`config.mk`:
```
export PLATFORM = sky130hd
export DESIGN_NAME = collision_detect_flat
export DESIGN_NICKNAME = d
export VERILOG_FILES = /design/src/rtl/collision_detect_if.sv /design/src/rtl/collision_detect.sv /design/src/flat_wrapper.sv
export SDC_FILE = /design/constraint.sdc
export NUM_CORES = 1
export LEC_CHECK = 0
export CORE_AREA = 2 2 103 80
export DETAILED_ROUTE_END_ITERATION = 16
export DIE_AREA = 0 0 105 82
export PLACE_DENSITY = 0.71
export SYNTH_ARGS = -nofsm -noshare
export SYNTH_HDL_FRONTEND = slang
export SYNTH_SLANG_ARGS = --single-unit
export TNS_END_PERCENT = 30
```
`constraint.sdc`:
```
create_clock -name clk -period 5.8 [get_ports clk]
set_input_delay 1.45 -clock clk [delete_from_list [all_inputs] [get_ports clk]]
set_output_delay 1.45 -clock clk [all_outputs]
set_load 0.05 [all_outputs]
```
`src/rtl/collision_detect_if.sv`:
```
// Tile ROM bus between collision_detect and the level map.
interface collision_detect_if #(
  parameter int ADDR_W = 9
);
  logic [ADDR_W-1:0] tile_addr;
  logic [1:0]        tile_type;

  modport master (
    output tile_addr,
    input  tile_type
  );

  modport slave (
    input  tile_addr,
    output tile_type
  );
endinterface

```
`src/rtl/collision_detect.sv`:
```
// Eight-point edge probe of the player hitbox against the tile map.
// Optional spike contact flag enabled by `define SPIKE_DETECT_EN.
module collision_detect #(
  parameter int SCREEN_W   = 800,
  parameter int SCREEN_H   = 600,
  parameter int TILE_SHIFT = 5,
  parameter int MAP_COLS   = 25,
  parameter int MAP_ROWS   = 19,
  parameter int PLAYER_W   = 20,
  parameter int PLAYER_H   = 20,
  parameter int ADDR_W     = 9
) (
  input  logic       clk,
  input  logic       rst,
  input  logic [9:0] pos_x,
  input  logic [9:0] pos_y,
  collision_detect_if.master rom,
  output logic [3:0] is_collide,
  output logic       collide_valid,
  output logic       dead
);

  typedef enum logic [1:0] {
    IDLE,
    PROBE,
    DRAIN
  } state_t;

  state_t            state_q, state_d;
  logic [2:0]        k_q, k_d;
  logic [9:0]        sx_q, sx_d;
  logic [9:0]        sy_q, sy_d;
  logic [ADDR_W-1:0] addr_q, addr_d;
  logic [7:0]        oob_q, oob_d;
  logic [3:0]        acc_q, acc_d;
  logic [3:0]        coll_q, coll_d;
  logic              spk_q, spk_d;
  logic              dead_q, dead_d;
  logic              vld_q, vld_d;

  logic [2:0]        pk;
  logic [9:0]        bx, by;
  logic signed [10:0] dx, dy, px, py;
  logic [9:0]        col, row;
  logic [15:0]       lin;
  logic              oob;
  logic [ADDR_W-1:0] paddr;

  // Address of the probe that goes on the bus at the next edge
  always_comb begin
    pk = (state_q == IDLE) ? 3'd0 : k_q + 3'd1;
    bx = (state_q == IDLE) ? pos_x : sx_q;
    by = (state_q == IDLE) ? pos_y : sy_q;
    dx = '0;
    dy = '0;
    unique case (pk)
      3'd0: dy = -11'sd1;
      3'd1: begin
        dx = 11'(PLAYER_W - 1);
        dy = -11'sd1;
      end
      3'd2: dy = 11'(PLAYER_H);
      3'd3: begin
        dx = 11'(PLAYER_W - 1);
        dy = 11'(PLAYER_H);
      end
      3'd4: dx = -11'sd1;
      3'd5: begin
        dx = -11'sd1;
        dy = 11'(PLAYER_H - 1);
      end
      3'd6: dx = 11'(PLAYER_W);
      3'd7: begin
        dx = 11'(PLAYER_W);
        dy = 11'(PLAYER_H - 1);
      end
    endcase
    px  = $signed({1'b0, bx}) + dx;
    py  = $signed({1'b0, by}) + dy;
    col = px[9:0] >> TILE_SHIFT;
    row = py[9:0] >> TILE_SHIFT;
    oob = px[10] | py[10]
        | (px[9:0] >= 10'(SCREEN_W))
        | (py[9:0] >= 10'(SCREEN_H))
        | (col >= 10'(MAP_COLS))
        | (row >= 10'(MAP_ROWS));
    lin   = 16'(row) * 16'(MAP_COLS) + 16'(col);
    paddr = oob ? '0 : lin[ADDR_W-1:0];
  end

  logic       eval_en;
  logic [2:0] eval_idx;
  logic [1:0] side;
  logic       hit;
  logic [3:0] acc_f;
  logic       spk_f;

  // ROM data arriving now belongs to the previous slot
  always_comb begin
    eval_en  = ((state_q == PROBE) && (k_q != 3'd0))
             || (state_q == DRAIN);
    eval_idx = (state_q == DRAIN) ? 3'd7 : k_q - 3'd1;
    side     = 2'd3 - eval_idx[2:1];
    hit      = oob_q[eval_idx] | rom.tile_type[0];
    acc_f    = acc_q;
    if (eval_en) acc_f[side] = acc_f[side] | hit;
`ifdef SPIKE_DETECT_EN
    spk_f = spk_q | (eval_en & ~oob_q[eval_idx]
          & (rom.tile_type == 2'b10));
`else
    spk_f = 1'b0;
`endif
  end

`ifndef SPIKE_DETECT_EN
  logic unused_spike;
  assign unused_spike = rom.tile_type[1] | spk_q;
`endif

  always_comb begin
    state_d = state_q;
    k_d     = k_q;
    sx_d    = sx_q;
    sy_d    = sy_q;
    addr_d  = addr_q;
    oob_d   = oob_q;
    acc_d   = acc_f;
    spk_d   = spk_f;
    coll_d  = coll_q;
    dead_d  = dead_q;
    vld_d   = 1'b0;
    unique case (state_q)
      IDLE: begin
        sx_d     = pos_x;
        sy_d     = pos_y;
        acc_d    = '0;
        spk_d    = 1'b0;
        k_d      = '0;
        addr_d   = paddr;
        oob_d[0] = oob;
        state_d  = PROBE;
      end
      PROBE: begin
        if (k_q == 3'd7) begin
          addr_d  = '0;
          state_d = DRAIN;
        end else begin
          k_d       = k_q + 3'd1;
          addr_d    = paddr;
          oob_d[pk] = oob;
        end
      end
      DRAIN: begin
        coll_d  = acc_f;
        dead_d  = dead_q | spk_f;
        vld_d   = 1'b1;
        state_d = IDLE;
      end
      default: state_d = IDLE;
    endcase
  end

  always_ff @(posedge clk or negedge rst) begin
    if (!rst) begin
      state_q <= IDLE;
      k_q     <= '0;
      sx_q    <= '0;
      sy_q    <= '0;
      addr_q  <= '0;
      oob_q   <= '0;
      acc_q   <= '0;
      spk_q   <= 1'b0;
      coll_q  <= '0;
      dead_q  <= 1'b0;
      vld_q   <= 1'b0;
    end else begin
      state_q <= state_d;
      k_q     <= k_d;
      sx_q    <= sx_d;
      sy_q    <= sy_d;
      addr_q  <= addr_d;
      oob_q   <= oob_d;
      acc_q   <= acc_d;
      spk_q   <= spk_d;
      coll_q  <= coll_d;
      dead_q  <= dead_d;
      vld_q   <= vld_d;
    end
  end

  assign rom.tile_addr  = addr_q;
  assign is_collide     = coll_q;
  assign collide_valid  = vld_q;
  assign dead           = dead_q;

endmodule

```
`src/flat_wrapper.sv`:
```
// flat-port wrapper written by rule: the top's interface ports become plain ports
module collision_detect_flat 
#(
  parameter int SCREEN_W   = 800,
  parameter int SCREEN_H   = 600,
  parameter int TILE_SHIFT = 5,
  parameter int MAP_COLS   = 25,
  parameter int MAP_ROWS   = 19,
  parameter int PLAYER_W   = 20,
  parameter int PLAYER_H   = 20,
  parameter int ADDR_W     = 9
)
  (clk, rst, pos_x, pos_y, is_collide, collide_valid, dead, rom_tile_addr, rom_tile_type);
  collision_detect_if #(.ADDR_W(ADDR_W)) rom_i ();
  input  logic clk;
  input  logic rst;
  input  logic [9:0] pos_x;
  input  logic [9:0] pos_y;
  output logic [3:0] is_collide;
  output logic collide_valid;
  output logic dead;
  output wire logic [$bits(rom_i.tile_addr)-1:0] rom_tile_addr;
  input wire logic [$bits(rom_i.tile_type)-1:0] rom_tile_type;
  assign rom_tile_addr = rom_i.tile_addr;
  assign rom_i.tile_type = rom_tile_type;
  collision_detect #(.SCREEN_W(SCREEN_W), .SCREEN_H(SCREEN_H), .TILE_SHIFT(TILE_SHIFT), .MAP_COLS(MAP_COLS), .MAP_ROWS(MAP_ROWS), .PLAYER_W(PLAYER_W), .PLAYER_H(PLAYER_H), .ADDR_W(ADDR_W)) u_core (.clk(clk), .rst(rst), .pos_x(pos_x), .pos_y(pos_y), .rom(rom_i), .is_collide(is_collide), .collide_valid(collide_valid), .dead(dead));
endmodule
```
==> results of run 1 <==
## critical path: stages
cell	delay, ns
sky130_fd_sc_hd__clkdlybuf4s50_1	0.39
sky130_fd_sc_hd__mux2_2	0.28
sky130_fd_sc_hd__ha_1	0.35
sky130_fd_sc_hd__a211oi_2	0.27
sky130_fd_sc_hd__nor2_2	0.10
sky130_fd_sc_hd__buf_4	0.14
sky130_fd_sc_hd__buf_4	0.12
sky130_fd_sc_hd__buf_4	0.12
sky130_fd_sc_hd__buf_4	0.12
sky130_fd_sc_hd__buf_4	0.12
sky130_fd_sc_hd__buf_4	0.12
sky130_fd_sc_hd__buf_4	0.12
sky130_fd_sc_hd__buf_4	0.12
sky130_fd_sc_hd__buf_4	0.12
sky130_fd_sc_hd__buf_4	0.12
sky130_fd_sc_hd__buf_4	0.12
sky130_fd_sc_hd__buf_4	0.12
sky130_fd_sc_hd__buf_4	0.12
sky130_fd_sc_hd__buf_4	0.12
sky130_fd_sc_hd__buf_4	0.12
sky130_fd_sc_hd__buf_4	0.12
sky130_fd_sc_hd__buf_4	0.13
sky130_fd_sc_hd__o41ai_4	0.38
sky130_fd_sc_hd__a31oi_2	0.16
sky130_fd_sc_hd__o2111ai_4	0.22
sky130_fd_sc_hd__o22a_1	0.20
## sequential cells by signal, summed over array words and instances, names as in the netlist, 2 cells and up
name and flops:
u_core.acc_q 4, u_core.sy_q 10, u_core.state_q 2, u_core.oob_q 8, u_core.sx_q 10, u_core.rom.tile_addr 9, u_core.k_q 3, u_core.is_collide 4
## cells in the mapped netlist, types with 5 or more instances
master	n	area, um^2
sky130_fd_sc_hd__nand2_1	36	135
sky130_fd_sc_hd__nand3_1	19	95.1
sky130_fd_sc_hd__o21ai_0	12	60.1
sky130_fd_sc_hd__clkbuf_1	11	41.3
sky130_fd_sc_hd__nor3_1	9	45.0
sky130_fd_sc_hd__inv_1	23	86.3
sky130_fd_sc_hd__a21oi_1	21	105
sky130_fd_sc_hd__o21ai_1	12	60.1
sky130_fd_sc_hd__dfrtp_1	51	1280
sky130_fd_sc_hd__fa_1	5	100
sky130_fd_sc_hd__nand4_1	8	50.1
sky130_fd_sc_hd__xnor2_1	16	140
sky130_fd_sc_hd__nor2_1	15	56.3
sky130_fd_sc_hd__mux2_2	20	225
sky130_fd_sc_hd__o22a_1	8	70.1
sky130_fd_sc_hd__ha_1	52	651
sky130_fd_sc_hd__nor2b_1	7	43.8
## layout make-up
class / instances / area [um^2]
Clock inverter: 3 / 43.8
Inverter: 23 / 86.3
Sequential cell: 51 / 1280
Fill cell: 621 / 2540
Timing Repair Buffer: 104 / 875
Multi-Input combinational cell: 306 / 2610
Tap cell: 105 / 131
Clock buffer: 5 / 68.8
## worst paths after layout
path,startpoint,slack [ns],cells after the start,endpoint
max,pos_y[2],0.18,26,u_core.oob_q[6]
min in group asynchronous,rst,1.23,2,u_core.sx_q[2]
max in group asynchronous,rst,4.12,2,u_core.k_q[1]
min,u_core.is_collide[0],0.49,2,u_core.is_collide[0]
max reg2reg,u_core.k_q[1],0.34,30,u_core.oob_q[6]
min reg2reg,u_core.is_collide[0],0.49,2,u_core.is_collide[0]
## metrics by stage
step           std cells  cell area [um^2]
5_1_grt              597              5090
3_5_place_dp         566              4600
6_report             597              5090
2_1_floorplan        393              3840
3_3_place_gp         566              4600
4_1_cts              591              4890
## kinds of logic after synthesis
group | count (synthesis) | share of synthesized area, %
compound gates | 93 | 17.6
xor+xnor | 21 | 4.99
fa+ha+maj | 57 | 19.6
buf+inv | 38 | 4.24
flops | 51 | 33.2
mux | 22 | 6.39
other cells | 1 | 0.0977
simple gates | 110 | 13.9
## routing by layer
layer / track usage (%) / share of wire [%]
met5: 0 / 0
met4: 7.73 / 2.0
met3: 3.57 / 5.1
met2: 38.5 / 47
met1: 30.5 / 46
## repair_timing
item	in CTS	in global routing
hold buffers	0	0
cloned	0	2
setup endpoints to repair	4	17
gates resized for setup	12	27
pin swaps	11	24
setup buffers	17	4
## layout by cell type, fill, tap and decap left out, types with 5 or more instances in the layout
cell and count:
sky130_fd_sc_hd__a21oi_1 15, sky130_fd_sc_hd__a21oi_2 6, sky130_fd_sc_hd__buf_4 67, sky130_fd_sc_hd__clkbuf_8 5, sky130_fd_sc_hd__clkdlybuf4s50_1 33, sky130_fd_sc_hd__dfrtp_1 51
sky130_fd_sc_hd__ha_1 49, sky130_fd_sc_hd__inv_1 23, sky130_fd_sc_hd__mux2_2 18, sky130_fd_sc_hd__nand2_1 36, sky130_fd_sc_hd__nand3_1 19, sky130_fd_sc_hd__nand4_1 8
sky130_fd_sc_hd__nor2_1 12, sky130_fd_sc_hd__nor2b_1 5, sky130_fd_sc_hd__nor3_1 8, sky130_fd_sc_hd__o21ai_0 9, sky130_fd_sc_hd__o21ai_1 13, sky130_fd_sc_hd__o22a_1 8
sky130_fd_sc_hd__xnor2_1 12
## report_power, final
group          internal, mW  switching (mW)
Clock                 0.129           0.126
Sequential            0.374          0.0104
Combinational         0.228           0.201
==> impl_metrics.json, run 1 <==
{
  "path_max_fanout": 5,
  "floorplan.die.width_um": 105,
  "first_global_vias": 3323,
  "insertion_delay_ns": 0.32,
  "worst-setup-path-type": "in2reg",
  "fmax_ghz": 0.178,
  "grt_use_total_pct": 22.9,
  "postSynthRegisterBits": 51,
  "grt_pass1_wl_um": 15600,
  "chipHeight_um": 82,
  "cts_root_buffer": "sky130_fd_sc_hd__clkbuf_8",
  "start_util_pct": 50.3,
  "hold_class": "reg2reg",
  "global_route.overflow_total": 0,
  "design.portCount": 39,
  "synthesis.area_per_instance_um2": 9.77,
  "setup_viol": 0,
  "clkTransAtPathRegs_ns": 0.10,
  "outcome": "finished clean",
  "cts_buffers": 5,
  "num_antenna_cells": 0,
  "power_density_nw_per_um2": 210,
  "worst_slew_margin_relative_to_its_limit_pct": 41.8,
  "rows": 28,
  "area_growth_syn_to_layout_pct": 32.7,
  "post-route-worst-setup-slack_ns": 0.179,
  "hold_viol": 0,
  "tritoncts": "built",
  "post-route-drc-count": 0,
  "final_count_of_pins_violating_max_slew": 0,
  "synth_async_reset_ratio_pct": 100,
  "routed_wire_length_per_instance_um": 16.1,
  "drt_pass1_iterations": 4,
  "proportion_of_layout_cells_with_a_drive_suffix_above_1_pct": 27.2,
  "grt_start_max_net_pins": 52,
  "cts.path.max_buffers": 2,
  "synth_enable_flop_cells": 0,
  "finClkSkew_ns": 0.0104,
  "max_cap_viol_count": 0,
  "place.gp.congestion": 0.890,
  "detailed_place_hpwl_um": 6760,
  "place.port_buffers": 36,
  "timing.hold.ws_ns": 0.488,
  "pre_cts_slack_ns": -0.682,
  "postRouteWirelength_um": 9630,
  "clock-sinks": 51,
  "floorplan.core_area_um2": 7640,
  "post-route-util_pct": 66.7,
  "vdd_ir_drop_max_mv": 0.217,
  "synth_fp_nets": 474,
  "setup-tns-final_ns": 0,
  "timing.critical_path.required_ns": 6.06,
  "minimum_period_implied_by_the_final_worst_setup_slack_ns": 5.62,
  "critical_path.endpoint_type": "flop",
  "kind_of_launch_point_of_the_worst_setup_path": "input port",
  "drt-vias-per-instance": 5.62,
  "crit_arrival_ns": 5.88,
  "nNetsFinal": 572,
  "worst-slew-pin-transition_ns": 0.856,
  "yosysWarnings": 0,
  "htree_num_levels": 2,
  "dr_total_vias": 3353,
  "floorplan.die_area_um2": 8610,
  "synthesized_area_um2": 3840,
  "drt_iter0_drc": 173,
  "route.antenna.remaining_nets": 0,
  "seq_area_frac_synth_pct": 33.2,
  "layout_worst_path_cycle_share_pct": 96.9,
  "total_power_mw": 1.07,
  "synth_flop_cell": "sky130_fd_sc_hd__dfrtp_1",
  "synthCells": 393,
  "leakage_nw": 2.22,
  "synth_unique_cells": 53,
  "antenna_violations_before_repair": 0
}
(Power assumes the default switching activity.)
==> inputs of run 2 (changes only) <==
--- a/config.mk
+++ b/config.mk
@@ -5,10 +5,10 @@
 export SDC_FILE = /design/constraint.sdc
 export NUM_CORES = 1
 export LEC_CHECK = 0
-export CORE_AREA = 2 2 103 80
+export CORE_AREA = 2 2 100 78
 export DETAILED_ROUTE_END_ITERATION = 16
-export DIE_AREA = 0 0 105 82
-export PLACE_DENSITY = 0.71
+export DIE_AREA = 0 0 102 80
+export PLACE_DENSITY = 0.72
 export SYNTH_ARGS = -nofsm -noshare
 export SYNTH_HDL_FRONTEND = slang
 export SYNTH_SLANG_ARGS = --single-unit
==> constraint.sdc (replaced) <==
create_clock -name clk -period 6.4 [get_ports clk]
set_input_delay 1.6 -clock clk [delete_from_list [all_inputs] [get_ports clk]]
set_output_delay 1.6 -clock clk [all_outputs]
set_load 0.05 [all_outputs]
==> run 2 against run 1 <==
Clock skew decreased by 0.0036 ns. Non-clock buffer count decreased by 44. Flip-flop and latch count unchanged. Largest power group is now registers. Highest routed layer unchanged.
==> impl_metrics.json, run 2 (same netlist as run 1, synthesis figures left out) <==
{
  "outcome": "finished clean",
  "critical_path.endpoint_type": "flop",
  "clock-sinks": 51,
  "postPlaceCellArea_um2": 4420,
  "area_growth_syn_to_layout_pct": 18.7,
  "path_max_fanout": 2,
  "cts_buffers": 5,
  "timing.hold.ws_ns": 0.480,
  "vdd_ir_drop_max_mv": 0.188,
  "timing.critical_path.required_ns": 6.63,
  "final_count_of_pins_violating_max_slew": 0,
  "insertion_delay_ns": 0.30,
  "post-route-drc-count": 0,
  "power_density_nw_per_um2": 189,
  "routed_wire_length_per_instance_um": 15.0,
  "leakage_nw": 1.93,
  "tritoncts": "built",
  "rows": 27,
  "clkTransAtPathRegs_ns": 0.10,
  "drt-vias-per-instance": 5.53,
  "worst-slew-pin-transition_ns": 0.734,
  "drt_iter0_drc": 114,
  "num_antenna_cells": 0,
  "grt_use_total_pct": 21.9,
  "crit_arrival_ns": 6.36,
  "finClkSkew_ns": 0.00675,
  "proportion_of_layout_cells_with_a_drive_suffix_above_1_pct": 15.2,
  "hold_class": "reg2reg",
  "grt_start_max_net_pins": 52,
  "minimum_period_implied_by_the_final_worst_setup_slack_ns": 6.12,
  "floorplan.die_area_um2": 8160,
  "nNetsFinal": 526,
  "grt_pass1_wl_um": 14200,
  "final_common_cell": "sky130_fd_sc_hd__ha_1",
  "launch_point_of_the_worst_path": "pos_y[0]",
  "max_cap_viol_count": 0,
  "global_route.overflow_total": 0,
  "htree_num_levels": 2,
  "start_util_pct": 53.6,
  "worst_slew_margin_relative_to_its_limit_pct": 51.0,
  "hold_viol": 0,
  "worst_r2r_endpoint": "u_core.rom.tile_addr[8]",
  "place.gp.congestion": 0.884,
  "postRouteWirelength_um": 8200,
  "floorplan.die.width_um": 102,
  "drt_pass1_iterations": 4,
  "setup.worst_path.end": "u_core.rom.tile_addr[8]",
  "design.portCount": 39,
  "post-route-cell-area_um2": 4560,
  "dr_total_vias": 3023,
  "floorplan.core_area_um2": 7160,
  "timing.reg2reg.setup_slack_ns": 0.69,
  "antenna_violations_before_repair": 0,
  "layout_worst_path_cycle_share_pct": 95.7,
  "detailed_place_hpwl_um": 6380,
  "place.port_buffers": 36,
  "kind_of_launch_point_of_the_worst_setup_path": "input port",
  "cts.path.max_buffers": 2,
  "setup_viol": 0,
  "launch_point_of_the_worst_reg_to_reg_path": "u_core.k_q[0]",
  "fmax_ghz": 0.163,
  "final_cell_mix": "sky130_fd_sc_hd__ha_1 (52), sky130_fd_sc_hd__dfrtp_1 (51), sky130_fd_sc_hd__nand2_1 (36), sky130_fd_sc_hd__clkdlybuf4s50_1 (35), sky130_fd_sc_hd__buf_4 (24)",
  "route.antenna.remaining_nets": 0,
  "chipHeight_um": 80,
  "first_global_vias": 3087,
  "cts_root_buffer": "sky130_fd_sc_hd__clkbuf_8",
  "worst-setup-path-type": "in2reg",
  "r2r.worst_path.cells": 26
}
==> run 2: cell types whose count changed in the layout (fill, tap and decap cells not counted), moves of 3 or more <==
cell and change:
sky130_fd_sc_hd__a21oi_2 -3, sky130_fd_sc_hd__buf_4 -43, sky130_fd_sc_hd__a21oi_1 +4, sky130_fd_sc_hd__o21ai_0 +3, sky130_fd_sc_hd__ha_1 +3
==> run 2: how the worst min path moves through the flow <==
stage | start | to | slack [ns] | cells past startpoint
after floorplan | u_core.oob_q[6] | u_core.oob_q[6] | 0.47 | 1
after global placement | u_core.is_collide[1] | u_core.is_collide[1] | 0.46 | 2
after detailed placement | u_core.is_collide[3] | u_core.is_collide[3] | 0.46 | 2
after CTS | u_core.is_collide[3] | u_core.is_collide[3] | 0.49 | 2
after global routing | u_core.is_collide[3] | u_core.is_collide[3] | 0.51 | 2
final | u_core.is_collide[3] | u_core.is_collide[3] | 0.48 | 2
==> run 2: layout make-up <==
| cell class | instances | area, um^2 |
|---|---|---|
| Clock buffer | 7 | 86.3 |
| Clock inverter | 1 | 8.76 |
| Sequential cell | 51 | 1280 |
| Multi-Input combinational cell | 304 | 2440 |
| Inverter | 23 | 86.3 |
| Tap cell | 101 | 126 |
| Fill cell | 614 | 2610 |
| Timing Repair Buffer | 60 | 536 |
==> run 2: metal layers <==
metal,up-vias,part of all wire [%],wire [um],track usage (%)
met1,1441,50,4110,31.3
met4,0,0.85,70,4.67
li1,1514,-,-,-
met5,-,0,0,0
met3,9,4.2,344,3.59
met2,59,45,3680,35.0
==> run 2: metrics by stage <==
stage / setup TNS (ns) / worst slack (ns) / utilization, % / power, mW / std cells
global placement: -0.262 / -0.155 / 61.7 / 0.647 / 538
floorplan: 0 / 0.562 / - / 0.548 / 393
finish: 0 / 0.276 / 63.6 / 0.860 / 547
CTS: 0 / 0.0628 / 63.1 / 0.865 / 546
detailed placement: -0.636 / -0.292 / 61.7 / 0.660 / 538
global route: -0.0687 / -0.0538 / 63.6 / 0.922 / 547
==> run 2: critical path, stage by stage <==
cell and delay [ns]:
sky130_fd_sc_hd__clkdlybuf4s50_1 0.40, sky130_fd_sc_hd__mux2_2 0.28, sky130_fd_sc_hd__ha_1 0.23, sky130_fd_sc_hd__fa_1 0.41, sky130_fd_sc_hd__a211oi_2 0.26, sky130_fd_sc_hd__nor2_1 0.10
sky130_fd_sc_hd__o21a_1 0.17, sky130_fd_sc_hd__nor2_1 0.14, sky130_fd_sc_hd__o21bai_1 0.11, sky130_fd_sc_hd__a21oi_2 0.21, sky130_fd_sc_hd__xnor2_2 0.15, sky130_fd_sc_hd__ha_1 0.26
sky130_fd_sc_hd__ha_1 0.28, sky130_fd_sc_hd__ha_1 0.29, sky130_fd_sc_hd__inv_1 0.06, sky130_fd_sc_hd__fa_1 0.45, sky130_fd_sc_hd__nor2b_2 0.16, sky130_fd_sc_hd__nor3_2 0.06
sky130_fd_sc_hd__o21bai_1 0.17, sky130_fd_sc_hd__a21oi_1 0.10, sky130_fd_sc_hd__xnor2_1 0.18, sky130_fd_sc_hd__nand4_1 0.11, sky130_fd_sc_hd__o21ai_1 0.16
==> run 2: where the power goes <==
part	leakage, nW	switching (mW)	internal [mW]
clock network	0.0484	0.112	0.0890
registers	0.584	0.00876	0.339
logic	1.30	0.152	0.161
==> run 2: repair_timing <==
action | CTS | global route
endpoints found under the hold margin | 0 | 0
endpoints found under the setup margin | 1 | 3
gates resized for setup | 1 | 6
pin swaps | 0 | 4
buffers inserted | 0 | 1
hold buffers | 0 | 0
==> inputs of run 3 (changes only) <==
--- a/config.mk
+++ b/config.mk
@@ -8,6 +8,7 @@
 export CORE_AREA = 2 2 100 78
 export DETAILED_ROUTE_END_ITERATION = 16
 export DIE_AREA = 0 0 102 80
+export GPL_ROUTABILITY_DRIVEN = 0
 export PLACE_DENSITY = 0.72
 export SYNTH_ARGS = -nofsm -noshare
 export SYNTH_HDL_FRONTEND = slang
==> results of run 3 <==
Same layout as run 2: the final DEF is identical, and so are final timing and power.
